===== src/rtl/blend_pkg.sv =====
// Shared types and constants for the per-scanline blend scheduler.
package blend_pkg;

  localparam int          H_PIXELS_DEFAULT = 240;
  localparam logic [15:0] WHITE_COLOR      = 16'h7FFF;

  typedef enum logic [1:0] {IDLE, RUN, DRAIN} sched_state_t;

  typedef struct packed {
    logic [19:0] layer0;
    logic [19:0] layer1;
    logic [14:0] color0;
    logic [14:0] color1;
    logic [4:0]  effects;
  } blend_operands_t;

endpackage


===== src/rtl/blend_shadow_regs.sv =====
// Line-stable copies of BLDCNT/BLDALPHA/BLDY and the scanline number,
// captured only when the scheduler starts a new line.
module blend_shadow_regs (
  input  logic        clock,
  input  logic        reset_n,
  input  logic        load,
  input  logic [15:0] bldcnt_io,
  input  logic [15:0] bldalpha_io,
  input  logic [15:0] bldy_io,
  input  logic [7:0]  vcount,
  output logic [15:0] bldcnt,
  output logic [15:0] bldalpha,
  output logic [15:0] bldy,
  output logic [7:0]  line_y
);

  always_ff @(posedge clock or negedge reset_n) begin
    if (!reset_n) begin
      bldcnt   <= '0;
      bldalpha <= '0;
      bldy     <= '0;
      line_y   <= '0;
    end else if (load) begin
      bldcnt   <= bldcnt_io;
      bldalpha <= bldalpha_io;
      bldy     <= bldy_io;
      line_y   <= vcount;
    end
  end

endmodule


===== src/rtl/blend_line_sched.sv =====
// Scanline scheduler: latches blend shadow regs at line start and streams
// H_PIXELS operand sets through a 2-stage valid/ready pipeline.
// Optional: BLEND_FORCE_BLANK_EN adds a per-pixel force_blank input.
module blend_line_sched
  import blend_pkg::*;
#(
  parameter int H_PIXELS = H_PIXELS_DEFAULT,
  parameter int X_W      = 8
) (
  input  logic           clock,
  input  logic           reset_n,
  input  logic           line_start,
  input  logic [7:0]     vcount,
  input  logic [15:0]    bldcnt_io,
  input  logic [15:0]    bldalpha_io,
  input  logic [15:0]    bldy_io,
  input  logic           px_valid,
  output logic           px_ready,
  input  logic [19:0]    px_layer0,
  input  logic [19:0]    px_layer1,
  input  logic [14:0]    px_color0,
  input  logic [14:0]    px_color1,
  input  logic [4:0]     px_effects,
`ifdef BLEND_FORCE_BLANK_EN
  input  logic           force_blank,
`endif
  output logic [19:0]    blend_layer0,
  output logic [19:0]    blend_layer1,
  output logic [14:0]    blend_color0,
  output logic [14:0]    blend_color1,
  output logic [4:0]     blend_effects,
  output logic [15:0]    blend_bldcnt,
  output logic [15:0]    blend_bldalpha,
  output logic [15:0]    blend_bldy,
  input  logic [15:0]    blend_color,
  output logic           out_valid,
  input  logic           out_ready,
  output logic [15:0]    out_color,
  output logic [X_W-1:0] out_x,
  output logic [7:0]     out_y,
  output logic           line_done,
  output logic           overrun
);

  localparam logic [X_W-1:0] LAST_X = X_W'(H_PIXELS - 1);

  sched_state_t    state, state_nxt;
  logic [2:1]      vld_pipe;
  logic            adv1, adv2, px_fire, out_fire, last_in, shadow_load;
  logic [X_W-1:0]  in_x, s1_x;
  blend_operands_t s1_ops;
  logic [15:0]     s2_color_nxt;
  logic [7:0]      line_y;

  assign adv2        = !vld_pipe[2] | out_ready;
  assign adv1        = !vld_pipe[1] | adv2;
  assign px_ready    = (state == RUN) & adv1;
  assign px_fire     = px_valid & px_ready;
  assign out_fire    = vld_pipe[2] & out_ready;
  assign last_in     = (in_x == LAST_X);
  assign shadow_load = line_start & (state == IDLE);
  assign overrun     = line_start & (state != IDLE);
  // The last pixel leaving s2 implies s1 is already empty.
  assign line_done   = out_fire & (out_x == LAST_X);
  assign out_valid   = vld_pipe[2];

  blend_shadow_regs u_shadow (
    .clock       (clock),
    .reset_n     (reset_n),
    .load        (shadow_load),
    .bldcnt_io   (bldcnt_io),
    .bldalpha_io (bldalpha_io),
    .bldy_io     (bldy_io),
    .vcount      (vcount),
    .bldcnt      (blend_bldcnt),
    .bldalpha    (blend_bldalpha),
    .bldy        (blend_bldy),
    .line_y      (line_y)
  );

  always_ff @(posedge clock or negedge reset_n) begin
    if (!reset_n) state <= IDLE;
    else          state <= state_nxt;
  end

  always_comb begin
    state_nxt = state;
    unique case (state)
      IDLE:    if (line_start) state_nxt = RUN;
      RUN:     if (px_fire && last_in) state_nxt = DRAIN;
      DRAIN:   if (line_done || vld_pipe == 2'b00) state_nxt = IDLE;
      default: state_nxt = IDLE;
    endcase
  end

`ifdef BLEND_FORCE_BLANK_EN
  logic s1_fb;

  always_ff @(posedge clock or negedge reset_n) begin
    if (!reset_n)     s1_fb <= 1'b0;
    else if (px_fire) s1_fb <= force_blank;
  end

  assign s2_color_nxt = s1_fb ? WHITE_COLOR : blend_color;
`else
  assign s2_color_nxt = blend_color;
`endif

  always_ff @(posedge clock or negedge reset_n) begin
    if (!reset_n) begin
      in_x      <= '0;
      s1_x      <= '0;
      s1_ops    <= '0;
      vld_pipe  <= '0;
      out_color <= '0;
      out_x     <= '0;
      out_y     <= '0;
    end else begin
      if (shadow_load)             in_x <= '0;
      else if (px_fire && !last_in) in_x <= in_x + 1'b1;

      if (adv1) vld_pipe[1] <= px_fire;
      if (px_fire) begin
        s1_ops <= '{layer0: px_layer0, layer1: px_layer1, color0: px_color0,
                    color1: px_color1, effects: px_effects};
        s1_x   <= in_x;
      end

      if (adv2) vld_pipe[2] <= vld_pipe[1];
      if (adv2 && vld_pipe[1]) begin
        out_color <= s2_color_nxt;
        out_x     <= s1_x;
        out_y     <= line_y;
      end else if (shadow_load) begin
        out_x <= '0;
      end
    end
  end

  assign blend_layer0  = s1_ops.layer0;
  assign blend_layer1  = s1_ops.layer1;
  assign blend_color0  = s1_ops.color0;
  assign blend_color1  = s1_ops.color1;
  assign blend_effects = s1_ops.effects;

endmodule


===== config.mk =====
export PLATFORM = sky130hd
export DESIGN_NAME = blend_line_sched
export DESIGN_NICKNAME = d
export VERILOG_FILES = /design/src/rtl/blend_pkg.sv /design/src/rtl/blend_shadow_regs.sv /design/src/rtl/blend_line_sched.sv
export SDC_FILE = /design/constraint.sdc
export NUM_CORES = 1
export LEC_CHECK = 0
export ABC_CLOCK_PERIOD_IN_PS = 2100
export CELL_PAD_IN_SITES_DETAIL_PLACEMENT = 1
export CELL_PAD_IN_SITES_GLOBAL_PLACEMENT = 1
export CORE_MARGIN = 4
export CORE_UTILIZATION = 30
export CTS_CLUSTER_SIZE = 14
export DETAILED_ROUTE_END_ITERATION = 10
export GPL_TIMING_DRIVEN = 0
export MAX_ROUTING_LAYER = met4
export PLACE_DENSITY_LB_ADDON = 0.1
export SLEW_MARGIN = 25
export SYNTH_ARGS = -nofsm -noshare
export SYNTH_HDL_FRONTEND = slang
export SYNTH_SLANG_ARGS = --single-unit

===== constraint.sdc =====
create_clock -name clock -period 2.1 [get_ports clock]
set_clock_uncertainty 0.15 [all_clocks]
set_input_delay 0.42 -clock clock [delete_from_list [all_inputs] [get_ports clock]]
set_output_delay 0.42 -clock clock [all_outputs]
set_load 0.05 [all_outputs]

==> metrics, run 1 <==
status finished with violations; failing checks setup timing; Flop pwr share 0.359; max-slew violations 0; Mapped Cells 727; Max Fclk 0.4743 GHz; syn_area_per_cell 9.640 um2; CP endpoint kind output pin; Tot GR Track Use 0.1806; gr ovfl total 0; CORE AREA 22780 um2; IO Port Bufs 310; DR WL/cell 16.26 um; DRT Pass-1 Iters 4; first-pass GRT wire length 36130 um; initial antenna violation count 0; post-route design area 11000 um2; Seq cells post-synth 183; clk_lat worst skew 0.42 ns; largest family of logic cells by synthesized area simple AND/OR/NAND/NOR gates; CTS Sinks 183; fraction of layout cells with a size suffix above 1 0.08318; I/O Pins 311; synthesized cell area 7008 um2; Leak 5.731 nW; P_sw 5.971 mW; Area growth syn-to-layout 56.95%; pwr dens 1244 nW/um2; maximum vdd drop 0.0005180 V; post-place setup slack -0.6521 ns; placed cell area 10570 um2; RSZ-0062 raised after global routing true; sequential area share after synthesis 0.6535; reg2reg path depth 6; CP max FO 3; Final setup viols 1; Startpoint Class flip-flop; Synth Area in Compound Gates 0.01678; CP arrival 1.54 ns; Tcrit/Tclk final 1.004; Max Cap Viol 0; Netlist cell types 33; DIE WIDTH 160.8 um; CTS buffer count 17; simple-gate portion of the synthesized area 0.2567; mux cell area share after synthesis 0.04571; Starting DRT DRC Count 298; most frequent cells in the layout 427 x nand2_1, 183 x dfrtp_1, 156 x dlygate4sd2_1; worst slew pin tran 0.5911 ns; fin cells 1383; CTS H-tree lvls 4; post-route ant nets 0; Net Sw Frac 0.4365; final worst path period need 2.108 ns; nets 1211; Root Buffer Master clkbuf_16; routability congestion estimate 0.7366; final WL 22490 um; hold crit path type in2reg; Longest Clk Path Bufs 2; Worst Setup Path Type reg2out; DRC violations left 0; Post-Place Cells 1352; post-DP HPWL 16780 um; Initial Util 0.3077; yosys warns 0; Hold Fails Final Rpt 0; Cell Rows 55; largest net degree at the start of global routing 77; Clock Power Share 0.236; number of global-route vias before repair 6581; Comb pwr share 0.405; clk slew on worst S/H paths 0.07 ns; Die Ht 160.8 um; Final WS setup -0.008474 ns; post-synthesis xor/xnor area fraction 0.001250; n_diodes 0; Critical Path RT 1.53 ns; Hold Path Depth 3; setup TNS -0.008474 ns; routed vias 6085; post-synthesis adder-cell area fraction 0.001785; max_slew headroom 0.6045; vias per cell 4.400; most common cell after layout, fill and taps aside nand2_1; CTS tree yes; syn nets 880; Die ar. 25870 um2; Pint 7.708 mW
[metrics by stage]
stage	util	total power, mW	hold WS [ns]
finish	0.4829	13.68	0.2172
global route	0.4829	14.44	0.2303
CTS	0.4820	13.88	0.3234
detailed placement	0.4639	11.15	0.2060
global placement	0.4613	11.06	0.3060
floorplan	-	8.678	-0.02559
[power by group through the flow]
stage	registers, mW	logic [mW]	clock network (mW)
final	4.91	5.54	3.23
after global routing	5.04	5.89	3.50
after CTS	4.93	5.61	3.34
after detailed placement	5.03	6.12	0
after global placement	4.99	6.06	0
after floorplan	7.69	0.988	0
[synth_stat cells, drive strengths merged]
cell type,instances,share of area
a22o,8,0.010
a31o,1,0.0013
and2,2,0.0018
and3,3,0.0036
and3b,1,0.0013
buf,19,0.013
clkbuf,19,0.010
dfrtp,183,0.65
ha,1,0.0018
inv,2,0.0011
mux2,24,0.039
mux2i,5,0.0071
nand2,427,0.23
nand2b,5,0.0045
nand3,4,0.0036
nand3b,2,0.0021
nand4,2,0.0018
nand4b,1,0.0013
nor2,7,0.0038
nor2b,1,0.00089
nor3,1,0.00071
nor4,1,0.00089
o211ai,2,0.0021
o21ai,2,0.0014
o22ai,1,0.00089
o31ai,1,0.0011
or4b,1,0.0020
xnor2,1,0.0013
[flip-flops by register name, indices dropped and copies added (netlist names)]
signal             flops
blend_color0          15
blend_color1          15
blend_effects          5
blend_layer0          20
blend_layer1          20
in_x                   8
out_color             16
out_x                  8
out_y                  8
s1_x                   8
state                  2
u_shadow.bldalpha     16
u_shadow.bldcnt       16
u_shadow.bldy         16
u_shadow.line_y        8
vld_pipe               2
[cell type report]
type	instances	area, um2
Buffer	35	166.4
Clock buffer	19	432.9
Clock inverter	12	145.1
Fill cell	2609	11780
Inverter	2	7.507
Multi-Input combinational cell	504	2277
Sequential cell	183	4579
Tap cell	313	391.6
Timing Repair Buffer	315	2999
[critical path, stage by stage (launching register included)]
cell      delay [ns]
dfrtp_1         0.40
nand4b_1        0.22
nor3_2          0.29
buf_6           0.21
[kinds of logic after synthesis]
| group | Yosys count |
|---|---|
| and+or+nand+nor | 458 |
| xor gates and xnor gates | 1 |
| AOI/OAI and AO/OA | 15 |
| muxes | 29 |
| DFF | 183 |
| adders and majority gates | 1 |
| buffers and inverters | 40 |
[per-layer routing]
metal	up-vias	routed length, um	track usage
met5	-	0	-
met3	5	1898	0.06441
met4	0	114	0.03373
li1	2920	-	-
met1	2948	10010	0.2316
met2	212	10470	0.2807
[final timing paths]
| kind | to | from | slack [ns] |
|---|---|---|---|
| max in group asynchronous | u_shadow.bldcnt[14]$_DFFE_PN0P_ | reset_n | 0.35 |
| hold / removal | vld_pipe[2]$_DFFE_PN0P_ | out_ready | 0.22 |
| min in group asynchronous | blend_layer0[11]$_DFFE_PN0P_ | reset_n | 0.34 |
| setup / recovery | line_done | out_x[4]$_DFFE_PN0P_ | -0.008 |
| hold reg to reg | u_shadow.bldcnt[6]$_DFFE_PN0P_ | u_shadow.bldcnt[6]$_DFFE_PN0P_ | 0.32 |
| setup reg to reg | in_x[1]$_DFFE_PN0P_ | in_x[1]$_DFFE_PN0P_ | 0.10 |
[repair_timing]
item	in CTS	in global routing
hold buffers	1	0
resized for setup	182	8
setup endpoints to repair	274	71
endpoints found under the hold margin	49	0
buffers inserted	0	2
No activity file was read; power rests on OpenSTA's default activity.
==> inputs of run 2 (changes only) <==
--- a/config.mk
+++ b/config.mk
@@ -8,11 +8,11 @@
 export ABC_CLOCK_PERIOD_IN_PS = 2100
 export CELL_PAD_IN_SITES_DETAIL_PLACEMENT = 1
 export CELL_PAD_IN_SITES_GLOBAL_PLACEMENT = 1
-export CORE_MARGIN = 4
 export CORE_UTILIZATION = 30
 export CTS_CLUSTER_SIZE = 14
 export DETAILED_ROUTE_END_ITERATION = 10
 export GPL_TIMING_DRIVEN = 0
+export HOLD_SLACK_MARGIN = 0.15
 export MAX_ROUTING_LAYER = met4
 export PLACE_DENSITY_LB_ADDON = 0.1
 export SLEW_MARGIN = 25
==> run 2 against run 1 <==
The flow now finishes without violations. Maximum frequency up 3.3%. Sequential power about the same. First-iteration DRC count is 7.4% lower. Global-route usage rose by 1.6 points. Critical endpoint unchanged. Final cell count increased by 0.14%. Via count decreased by 0.15%. Clock power fell by 5%. Largest cell class unchanged. Highest routed layer unchanged. Combinational power is essentially flat. Die area decreased by 7.3%. Sequential share of layout area increased by 0.085 points. Largest power group unchanged.
==> metrics, run 2 (synthesized netlist as in run 1, its figures left out) <==
Pint 7.495 mW; Hold Path Depth 3; reg2reg path depth 6; Area growth syn-to-layout 56.63%; Post-Place Cells 1352; worst slew pin tran 0.5676 ns; Cell Rows 55; Leak 5.725 nW; Critical Path RT 1.53 ns; DR WL/cell 15.80 um; P_sw 6.024 mW; total power 13.52 mW; number of global-route vias before repair 6487; Flop pwr share 0.364; clk slew on worst S/H paths 0.07 ns; CP Cell Sequence nand4b_1 > nor3_2 > buf_6; Max Fclk 0.4898 GHz; DRT Pass-1 Iters 4; Comb pwr share 0.409; hold endpoint vld_pipe[2]$_DFFE_PN0P_; Worst R2R Setup Slack 0.11 ns; fin cells 1385; Min Hold Slack 0.2113 ns; Worst Setup Path Type reg2out; Worst R2R Start in_x[0]$_DFFE_PN0P_; pwr dens 1232 nW/um2; Die Ht 154.8 um; max-slew violations 0; Hold Fails Final Rpt 0; routability congestion estimate 0.7435; post-DP HPWL 16140 um; Tot GR Track Use 0.1965; maximum vdd drop 0.0005032 V; Starting DRT DRC Count 276; CP endpoint kind output pin; vias per cell 4.387; final worst path period need 2.042 ns; Min-Delay Startpoint out_ready; largest net degree at the start of global routing 75; hold crit path type in2reg; fraction of layout cells with a size suffix above 1 0.08497; DRC violations left 0; gr ovfl total 0; clk_lat worst skew 0.43 ns; CP max FO 3; Longest Clk Path Bufs 2; status finished, final reports clean; post-place setup slack -0.6360 ns; Startpoint Class flip-flop; Worst path max stage delay 0.40 ns; Max Cap Viol 0; worst r2r dst in_x[1]$_DFFE_PN0P_; Worst path slowest cell dfrtp_1; Final setup viols 0; first-pass GRT wire length 35160 um; CTS H-tree lvls 4; routed vias 6076; CP arrival 1.47 ns; CTS tree yes; Root Buffer Master clkbuf_16; max_slew headroom 0.6231; I/O Pins 311; Initial Util 0.3077; most frequent cells in the layout 427 x nand2_1, 183 x dfrtp_1, 156 x dlygate4sd2_1; IO Port Bufs 310; Clock Power Share 0.227; RSZ-0062 raised after global routing true; Final WS setup 0.05843 ns; Die ar. 23980 um2; DIE WIDTH 154.8 um; final WL 21880 um; CTS buffer count 17; CTS Sinks 183; most common cell after layout, fill and taps aside nand2_1; CORE AREA 22780 um2; initial antenna violation count 1; Net Sw Frac 0.4456; post-route ant nets 0; Tcrit/Tclk final 0.9722; nets 1212
[run 2: changes by cell type in the layout (fill, tap and decap cells not counted)]
| cell | delta |
|---|---|
| inv_8 | +2 |
| ha_1 | -1 |
| diode_2 | +1 |
| buf_1 | +1 |
| bufinv_16 | -2 |
| buf_2 | +1 |
| clkinv_4 | -1 |
| inv_6 | +2 |
| clkbuf_2 | -1 |
| nor2_1 | +1 |
| clkbuf_1 | -2 |
| buf_4 | +1 |
| nor2_2 | -1 |
| ha_2 | +1 |
[run 2: per-stage QoR]
stage	area (um2)	setup TNS, ns	util
6_report	10980	0	0.4819
5_1_grt	10980	-0.01206	0.4819
4_1_cts	10930	-0.06941	0.4800
3_5_place_dp	10570	-76.31	0.4639
3_3_place_gp	10510	-1503.97	0.4613
2_1_floorplan	7013	0	-
[run 2: how the worst max path moves through the flow]
stage / depth (start not counted) / endpoint / from / slack, ns
2_1_floorplan: 2 / line_done / out_x[4]$_DFFE_PN0P_ / 0.003
3_3_place_gp: 1 / u_shadow.bldy[2]$_DFFE_PN0P_ / reset_n / -7.80
3_5_place_dp: 7 / blend_layer0[7]$_DFFE_PN0P_ / out_ready / -0.64
4_1_cts: 3 / line_done / out_x[4]$_DFFE_PN0P_ / -0.07
5_1_grt: 3 / line_done / out_x[4]$_DFFE_PN0P_ / -0.01
6_report: 3 / line_done / out_x[4]$_DFFE_PN0P_ / 0.06
[run 2: what timing repair did]
item                                    CTS  global route
setup buffers                             0             4
endpoints found under the setup margin  274            83
cloned                                    0             0
endpoints found under the hold margin    53             0
hold buffers                              1             0
resized for setup                       178            10
pin swaps                                 0             1
[run 2: power by group through the flow]
stage,logic (mW),registers (mW),clock network [mW]
final,5.54,4.91,3.07
after global routing,5.88,5.05,3.32
after CTS,5.58,4.94,3.16
after detailed placement,6.09,5.03,0
after global placement,6.03,4.99,0
after floorplan,0.988,7.69,0
[run 2: per-layer routing]
layer	global-route usage	wire length, um	vias to the layer above
met5	-	0	-
met4	0.05045	301	0
met3	0.07117	1885	21
met2	0.3092	10010	225
met1	0.2388	9676	2903
li1	-	-	2927
[run 2: area by class of cell]
class | count | area (um2)
fillers | 2655 | 11800
clock inverters | 13 | 116.4
repair buffers | 317 | 3014
multi-input cells | 504 | 2277
inverters | 2 | 7.507
well taps | 313 | 391.6
plain buffers | 34 | 158.9
diodes | 1 | 2.502
flip-flops and latches | 183 | 4579
clock buffers | 18 | 429.2
[run 2: critical path, delay by kind of cell, from the launching register on]
kind / cells / cell delay, ns
DFF: 1 / 0.40
and+or+nand+nor: 2 / 0.44
buffers and inverters: 1 / 0.20
==> inputs of run 3 (changes only) <==
--- a/config.mk
+++ b/config.mk
@@ -6,15 +6,13 @@
 export NUM_CORES = 1
 export LEC_CHECK = 0
 export ABC_CLOCK_PERIOD_IN_PS = 2100
-export CELL_PAD_IN_SITES_DETAIL_PLACEMENT = 1
-export CELL_PAD_IN_SITES_GLOBAL_PLACEMENT = 1
-export CORE_UTILIZATION = 30
+export CORE_UTILIZATION = 42
 export CTS_CLUSTER_SIZE = 14
 export DETAILED_ROUTE_END_ITERATION = 10
 export GPL_TIMING_DRIVEN = 0
 export HOLD_SLACK_MARGIN = 0.15
 export MAX_ROUTING_LAYER = met4
-export PLACE_DENSITY_LB_ADDON = 0.1
+export PLACE_DENSITY = 0.8
 export SLEW_MARGIN = 25
 export SYNTH_ARGS = -nofsm -noshare
 export SYNTH_HDL_FRONTEND = slang
==> run 3 against run 2 <==
First-iteration DRC count decreased by 27%. Sequential share of layout area grew 0.40 points. Combinational power about the same. Flip-flop and latch count unchanged. Clock power is 2% lower. Maximum frequency down 0.13%. Sequential power barely moved. Critical endpoint is now out_valid. Global-route usage up 5.5 points. Setup slack worse by 0.0026 ns. Hold slack improved by 0.016 ns. Final cell count down 6.8%.
==> metrics, run 3 (synthesized netlist as in run 1, its figures left out) <==
Initial Util 0.4364; Final setup viols 0; Die Ht 131.2 um; Post-Place Cells 1255; Worst path max stage delay 0.61 ns; CTS tree yes; CTS Sinks 183; Worst path slowest cell dlygate4sd2_1; IO Port Bufs 310; CORE AREA 16060 um2; Startpoint Class flip-flop; CP endpoint kind output pin; status finished, final reports clean; reg2reg path depth 6; Area growth syn-to-layout 55.13%; Tot GR Track Use 0.2516; worst slew pin tran 0.5686 ns; placed cell area 10450 um2; Min Hold Slack 0.2271 ns; met3 track demand over resource 0.07176; Tcrit/Tclk final 0.9734; origin of the worst setup path vld_pipe[2]$_DFFE_PN0P_; DRC violations left 0; Hold Fails Final Rpt 0; CTS buffer count 17; max_slew headroom 0.6224; clk slew on worst S/H paths 0.06 ns; maximum vdd drop 0.0006848 V; Worst Setup Path Type reg2out; I/O Pins 311; most frequent cells in the layout 427 x nand2_1, 183 x dfrtp_1, 156 x dlygate4sd2_1; largest net degree at the start of global routing 89; CP Cell Sequence dlygate4sd2_1; nets 1215; Worst R2R Start in_x[1]$_DFFE_PN0P_; routability congestion estimate 0.8572; delay-heaviest family, CP buffers and inverters; gr ovfl total 0; worst r2r dst in_x[1]$_DFFE_PN0P_; post-place setup slack -0.6279 ns; Critical Path RT 1.53 ns; CP max FO 6; Root Buffer Master clkbuf_16; Max Fclk 0.4892 GHz; met2 Use GR 0.4181; most common cell after layout, fill and taps aside nand2_1; first-pass GRT wire length 32730 um; Starting DRT DRC Count 202; Worst R2R Setup Slack 0.10 ns; RSZ-0062 raised after global routing false; post-route ant nets 0; final worst path period need 2.044 ns; Max Cap Viol 0; DR WL/cell 15.58 um; final core utilization 0.6770; CTS H-tree lvls 4; DRT Pass-1 Iters 4; number of global-route vias before repair 6243; fin cells 1291; initial antenna violation count 1; routed vias 6075; hold crit path type in2reg; fraction of layout cells with a size suffix above 1 0.08566; DIE WIDTH 131.2 um; clk_lat worst skew 0.42 ns; vias per cell 4.706; cell depth of the worst setup path 1; Longest Clk Path Bufs 2; Final WS setup 0.05579 ns; Cell Rows 46; post-route design area 10870 um2; Leak 5.737 nW; CP arrival 1.47 ns; Die ar. 17210 um2; CP endpoint out_valid; met1 Track Usage GR 0.2926; Most Crowded Layer GR met2; post-DP HPWL 14740 um; final WL 20120 um; pwr dens 1239 nW/um2; max-slew violations 0; Bufs and invs on worst path 1
run 3: timing repair:
action | 4_1_cts | 5_1_grt
hold buffers | 1 | 0
hold endpoints to repair | 95 | 0
resized for setup | 176 | 15
pin swaps | 0 | 1
setup buffers | 0 | 5
setup endpoints to repair | 220 | 42
run 3: how the worst min path moves through the flow:
stage	depth (start not counted)	end	start
floorplan	0	blend_color0[0]$_DFFE_PN0P_	reset_n
detailed placement	1	u_shadow.bldy[15]$_DFFE_PN0P_	reset_n
finish	3	vld_pipe[2]$_DFFE_PN0P_	out_ready
global route	3	vld_pipe[2]$_DFFE_PN0P_	out_ready
global placement	2	u_shadow.line_y[4]$_DFFE_PN0P_	u_shadow.line_y[4]$_DFFE_PN0P_
CTS	2	u_shadow.bldy[15]$_DFFE_PN0P_	reset_n
run 3: stage by stage:
step	power, mW	setup TNS [ns]
final	13.47	0
after global routing	14.11	0
after CTS	13.55	-0.08216
after detailed placement	11.07	-67.67
after global placement	10.95	-1372.57
after floorplan	8.678	0
run 3: worst min-delay path: stages:
cell and delay, ns:
dlymetal6s2s_1 0.14, nand2b_1 0.14, nand2b_1 0.05
run 3: power by group:
part	switching, mW	leakage (nW)	internal [mW]
Clock	1.35	0.262	1.65
Combinational	4.01	3.20	1.53
Sequential	0.507	2.27	4.43
run 3: cell type report:
| class | instances | area (um2) |
|---|---|---|
| Antenna cell | 1 | 2.502 |
| Buffer | 36 | 165.2 |
| Clock buffer | 23 | 488.0 |
| Clock inverter | 8 | 66.31 |
| Fill cell | 1294 | 5186 |
| Inverter | 2 | 7.507 |
| Multi-Input combinational cell | 504 | 2277 |
| Sequential cell | 183 | 4579 |
| Tap cell | 216 | 270.3 |
| Timing Repair Buffer | 318 | 3015 |
run 3: layer usage:
layer	up-vias	share of wire
li1	2934	-
met1	2855	0.41
met2	259	0.50
met3	27	0.076
met4	0	0.016
met5	-	0
